File: src/rtl/sm4_axis_block_gearbox.sv
// sm4_axis_block_gearbox: packs AXI-Stream bytes (MSB lane first) into 128-bit
// SM4 blocks with a one-entry output register.
// Optional macro SM4_PKCS7_PAD_EN: PKCS#7 tail padding, including the extra
// full pad block after a packet that ends exactly on a block boundary.
// Without the macro, partial tail blocks are zero-filled and no pad block exists.
module sm4_axis_block_gearbox #(
    parameter int unsigned DATA_W = 8,
    parameter int unsigned USER_W = 8
) (
    input  logic                clk,
    input  logic                rst,
    input  logic [DATA_W-1:0]   s_axis_tdata,
    input  logic [DATA_W/8-1:0] s_axis_tkeep,
    input  logic                s_axis_tvalid,
    input  logic                s_axis_tlast,
    input  logic [USER_W-1:0]   s_axis_tuser,
    output logic                s_axis_tready,
    output logic [127:0]        m_axis_tdata,
    output logic [4:0]          m_axis_tcnt,
    output logic                m_axis_tvalid,
    output logic                m_axis_tlast,
    output logic [USER_W-1:0]   m_axis_tuser,
    input  logic                m_axis_tready
);

    localparam int unsigned KeepW = DATA_W / 8;

    typedef enum logic [0:0] {StAccum, StPad} state_e;

    state_e              state_q, state_d;
    logic [127:0]        acc_q, acc_d;
    logic [4:0]          cnt_q, cnt_d;
    logic                in_pkt_q, in_pkt_d;
    logic [USER_W-1:0]   user_q, user_d;

    logic [127:0]        out_data_q, out_data_d;
    logic [4:0]          out_cnt_q, out_cnt_d;
    logic                out_last_q, out_last_d;
    logic [USER_W-1:0]   out_user_q, out_user_d;
    logic                out_valid_q, out_valid_d;

    logic                out_free;
    logic                accept;
    logic [4:0]          beat_bytes;
    logic [4:0]          new_cnt;
    logic [7:0]          fill_byte;
    logic [127:0]        merged;
    logic [127:0]        blk;
    logic [USER_W-1:0]   beat_user;

    // Output register can take a new block this cycle.
    assign out_free      = !out_valid_q || m_axis_tready;
    assign s_axis_tready = !rst && out_free && (state_q == StAccum);
    assign accept        = s_axis_tvalid && s_axis_tready;

    // Bytes contributed by the current beat: full width unless it is the tlast beat.
    always_comb begin
        beat_bytes = 5'(KeepW);
        if (s_axis_tlast) begin
            beat_bytes = '0;
            for (int i = 0; i < int'(KeepW); i++) begin
                beat_bytes = beat_bytes + 5'(s_axis_tkeep[i]);
            end
            // An empty keep on tlast still carries one byte.
            if (beat_bytes == '0) begin
                beat_bytes = 5'd1;
            end
        end
    end

    // Drop the beat's bytes into the accumulator at the current byte offset.
    always_comb begin
        merged = acc_q;
        for (int i = 0; i < int'(KeepW); i++) begin
            if ((int'(cnt_q) + i) < 16 && 5'(i) < beat_bytes) begin
                merged[127 - 8 * (int'(cnt_q) + i) -: 8] = s_axis_tdata[DATA_W - 1 - 8 * i -: 8];
            end
        end
    end

    // Fill the unused tail of a finishing block.
    always_comb begin
        new_cnt = cnt_q + beat_bytes;
`ifdef SM4_PKCS7_PAD_EN
        fill_byte = 8'(5'd16 - new_cnt);
`else
        fill_byte = 8'h00;
`endif
        blk = merged;
        for (int k = 0; k < 16; k++) begin
            if (5'(k) >= new_cnt) begin
                blk[127 - 8 * k -: 8] = fill_byte;
            end
        end
    end

    // Next-state: accumulate beats, emit finished blocks, emit the pad block.
    always_comb begin
        state_d     = state_q;
        acc_d       = acc_q;
        cnt_d       = cnt_q;
        in_pkt_d    = in_pkt_q;
        user_d      = user_q;
        out_data_d  = out_data_q;
        out_cnt_d   = out_cnt_q;
        out_last_d  = out_last_q;
        out_user_d  = out_user_q;
        out_valid_d = out_valid_q && !m_axis_tready;
        // Tag is captured from the first beat and held for the rest of the packet.
        beat_user   = in_pkt_q ? user_q : s_axis_tuser;

        unique case (state_q)
            StAccum: begin
                if (accept) begin
                    user_d   = beat_user;
                    in_pkt_d = !s_axis_tlast;
                    if (s_axis_tlast || new_cnt == 5'd16) begin
                        out_valid_d = 1'b1;
                        out_data_d  = blk;
                        out_cnt_d   = new_cnt;
                        out_user_d  = beat_user;
                        out_last_d  = s_axis_tlast;
                        acc_d       = '0;
                        cnt_d       = '0;
`ifdef SM4_PKCS7_PAD_EN
                        // Boundary-aligned end: the pad block carries tlast instead.
                        if (s_axis_tlast && new_cnt == 5'd16) begin
                            out_last_d = 1'b0;
                            state_d    = StPad;
                        end
`endif
                    end else begin
                        acc_d = merged;
                        cnt_d = new_cnt;
                    end
                end
            end
            StPad: begin
                if (out_free) begin
                    out_valid_d = 1'b1;
                    out_data_d  = {16{8'h10}};
                    out_cnt_d   = 5'd0;
                    out_last_d  = 1'b1;
                    out_user_d  = user_q;
                    state_d     = StAccum;
                end
            end
            default: state_d = StAccum;
        endcase
    end

    // State and output registers with synchronous reset.
    always_ff @(posedge clk) begin
        if (rst) begin
            state_q     <= StAccum;
            acc_q       <= '0;
            cnt_q       <= '0;
            in_pkt_q    <= 1'b0;
            user_q      <= '0;
            out_data_q  <= '0;
            out_cnt_q   <= '0;
            out_last_q  <= 1'b0;
            out_user_q  <= '0;
            out_valid_q <= 1'b0;
        end else begin
            state_q     <= state_d;
            acc_q       <= acc_d;
            cnt_q       <= cnt_d;
            in_pkt_q    <= in_pkt_d;
            user_q      <= user_d;
            out_data_q  <= out_data_d;
            out_cnt_q   <= out_cnt_d;
            out_last_q  <= out_last_d;
            out_user_q  <= out_user_d;
            out_valid_q <= out_valid_d;
        end
    end

    assign m_axis_tdata  = out_data_q;
    assign m_axis_tcnt   = out_cnt_q;
    assign m_axis_tlast  = out_last_q;
    assign m_axis_tuser  = out_user_q;
    assign m_axis_tvalid = out_valid_q;

endmodule

File: config.mk
export PLATFORM = sky130hd
export DESIGN_NAME = sm4_axis_block_gearbox
export DESIGN_NICKNAME = d
export VERILOG_FILES = /design/src/rtl/sm4_axis_block_gearbox.sv
export SDC_FILE = /design/constraint.sdc
export NUM_CORES = 1
export LEC_CHECK = 0
export ABC_AREA = 1
export BUFFER_PORTS_ARGS = -buffer_cell sky130_fd_sc_hd__buf_2
export CAP_MARGIN = 20
export CORE_MARGIN = 2
export CORE_UTILIZATION = 38
export CTS_CLUSTER_SIZE = 40
export DETAILED_ROUTE_END_ITERATION = 12
export GPL_TIMING_DRIVEN = 0
export PLACE_DENSITY = 0.67
export RECOVER_POWER = 50
export SYNTH_ARGS = -nofsm -noshare
export SYNTH_HDL_FRONTEND = slang
export SYNTH_SLANG_ARGS = --single-unit
File: constraint.sdc
create_clock -name clk -period 2.6 [get_ports clk]
set_input_delay 0.52 -clock clk [delete_from_list [all_inputs] [get_ports clk]]
set_output_delay 0.52 -clock clk [all_outputs]
set_load 0.02 [all_outputs]
==> results.toml <==
[run_status]
status = "finished clean"

[yosys]
ys_types = 25
synth.ff_latch_count = 286
syn_area_per_cell_um2 = 6.62
netlist_instances = 1953
yosys_warnings = 0
syn_area_mm2 = 0.0129
syn_nets = 1979
ys_seq_area_share_pct = 44.3

[clock_tree]
cts_tree = "done"
clock_path_buffers = 3
cts_root_buf = "clkbuf_16"
cts.sinks = 286
clock_latency_ns = 0.57
htree_levels = 1
cts_buffers = 30
clk_pin_slew_ns = 0.07
cts_setup_buffers = 0

[floorplanning]
pin_count = 166
initial_core_util_pct = 38.6
die_area_mm2 = 0.0355
core_area_mm2 = 0.0335
die_w_um = 188
fp.dieH_um = 188
row_count = 67

[sta]
setup_violations = 0
fin_crit_ns = 2.50
slew_violations = 0
clock.fmax_ghz = 0.399
finalSetupTns_ns = 0
worst_pin_slew_ns = 1.03
skew_ns = 0.0166
slew-limit-headroom_pct = 31.0
hold_viol = 0
rsz0062_at_grt = "no"
finalCritPeriodShare_pct = 96.3
postLayoutSetupSlackWorst_ns = 0.0962

[placement]
preCtsSetupSlack_ns = -0.186
post_dp_cell_area_mm2 = 0.0143
place_congestion = 0.934
dp_hpwl_mm = 31.0
portBuffers = 164

[power]
p_leak_nw = 5.95
ir_drop_uv = 589
power_mw = 10.2
powerDensity_mw_per_mm2 = 668

[detailed_routing]
wire_per_inst_um = 16.4
via_per_inst = 5.04
vias = 13200
drt_wl_total_mm = 43.1
drc = 0
wl_met2_mm = 19.1
initialDrtViolationCount = 1214
drt_first_pass_iters = 6
highest_layer = "met4"
wirelength_met1_mm = 19.0
postRouteAntennaNets = 0
wl_met3_mm = 3.93

[global_routing]
first_global_vias = 12000
grt_usage_pct = 23.5
grt_max_degree = 16
grt_pass1_wl_mm = 66.5
overflow = 0
antenna_found_initial = 3

[critical_path]
path_cells = "inv_2, ha_1, inv_1, nor2_1, o21ai_4, nand2_1, o21ai_1, inv_1, nor2_1"
cp-start-kind = "register"
slowest_delay_ns = 0.47
end_kind = "register"
crit_fanout = 9
cpMaxStageDelayCell = "dfxtp_2"
crit_arrival_ns = 3.00
crit_family = "compound AO/OA/AOI/OAI gates"
worst-path-buf-inv = 3
critPathRequiredTime_ns = 3.09
worstSetupPathType = "register to register"

[finish]
drive_above_1_share_pct = 7.92
nets = 2175
area_growth_pct = 18.1
design_area_mm2 = 0.0153

[flow_run]
drv_cap = 0

[hold_path]
hold_class = "input pin to register"
[flip-flops by register name (all words and copies together), names as in the netlist]
register       count
acc_q            128
cnt_q              5
in_pkt_q           1
m_axis_tcnt        5
m_axis_tdata     128
m_axis_tlast       1
m_axis_tuser       8
m_axis_tvalid      1
state_q            1
user_q             8
[through the flow]
| step | hold WS, ns | util (%) | cells |
|---|---|---|---|
| floorplan | 0.440 | - | 1953 |
| global placement | 0.447 | 42.7 | 2565 |
| detailed placement | 0.451 | 42.7 | 2565 |
| CTS | 0.286 | 46.1 | 2621 |
| global route | 0.309 | 45.5 | 2621 |
| finish | 0.311 | 45.5 | 2623 |
[path summary, 6_finish.rpt]
check                                        end  cells after the start             start  slack, ns
worst max-delay path            m_axis_tdata[44]                      9          cnt_q[0]        0.1
worst min register to register  m_axis_tdata[37]                      2  m_axis_tdata[37]       0.46
worst min-delay path                    in_pkt_q                      4      s_axis_tlast       0.31
worst max register to register  m_axis_tdata[44]                      9          cnt_q[0]        0.1
[worst register-to-register path, delay by kind of cell, from the launching register on]
kind	cells	cell delay (ns)
compound gates	2	0.65
buf+inv	3	0.40
flops	1	0.47
fa+ha+maj	1	0.34
simple gates	3	0.58
[what timing repair did]
action | in CTS | in global routing
endpoints found under the setup margin | 8 | 42
hold buffers | 0 | 0
pin swaps | 0 | 0
cloned | 0 | 0
endpoints found under the hold margin | 0 | 0
gates resized for setup | 3 | 5
[placed cells by master, fill, tap and decap left out, drive strengths merged]
| master | count |
|---|---|
| nand2 | 695 |
| dfxtp | 286 |
| clkbuf | 261 |
| nor2 | 245 |
| a21oi | 242 |
| inv | 140 |
| o21ai | 109 |
| buf | 66 |
| nand3 | 49 |
| o21a | 31 |
| or2 | 22 |
| nand4 | 8 |
| bufinv | 7 |
| ha | 4 |
| clkinv | 4 |
| diode | 2 |
| clkinvlp | 2 |
| nor3 | 2 |
[synthesized netlist by cell type (all sizes together)]
cell / number / share of area, %
o21a: 31 / 1.8
nand3: 49 / 2.0
clkbuf: 65 / 1.9
nor3: 2 / 0.20
nor2: 245 / 7.3
ha: 4 / 0.39
dfxtp: 286 / 44
a21oi: 242 / 9.4
nand2: 695 / 20
nand4: 8 / 0.39
buf: 57 / 2.8
or2: 22 / 1.1
o21ai: 109 / 4.2
inv: 138 / 4.0
[power by group]
group          internal, mW  leakage [nW]  switching [mW]
Sequential             4.47          2.32          0.0491
Clock                  3.02         0.548            1.87
Combinational         0.191          3.09           0.603
Total                  7.68          5.95            2.52
[kinds of logic (layout without fill, tap and decap cells)]
group | Yosys count | after routing | share of synthesized area, %
AND/OR/NAND/NOR | 1021 | 1021 | 31.3
AO/OA/AOI/OAI | 382 | 382 | 15.4
flip-flops | 286 | 286 | 44.3
buffers and inverters | 260 | 480 | 8.65
adder cells (fa/ha/maj) | 4 | 4 | 0.387
other | 0 | 2 | 0
[area by class of cell]
type / count / area, um^2
Antenna cell: 2 / 5.00
Sequential cell: 286 / 5730
Fill cell: 3572 / 18300
Clock buffer: 41 / 863
Multi-Input combinational cell: 1407 / 6090
Inverter: 138 / 518
Tap cell: 448 / 561
Timing Repair Buffer: 164 / 641
Buffer: 122 / 599
Clock inverter: 15 / 263
[per-layer routing]
layer	global-route usage (%)	vias to the layer above
met3	4.56	76
met1	32.5	6066
met4	6.04	0
li1	-	6538
met5	0	-
met2	37.6	545
(Power assumes the default switching activity.)
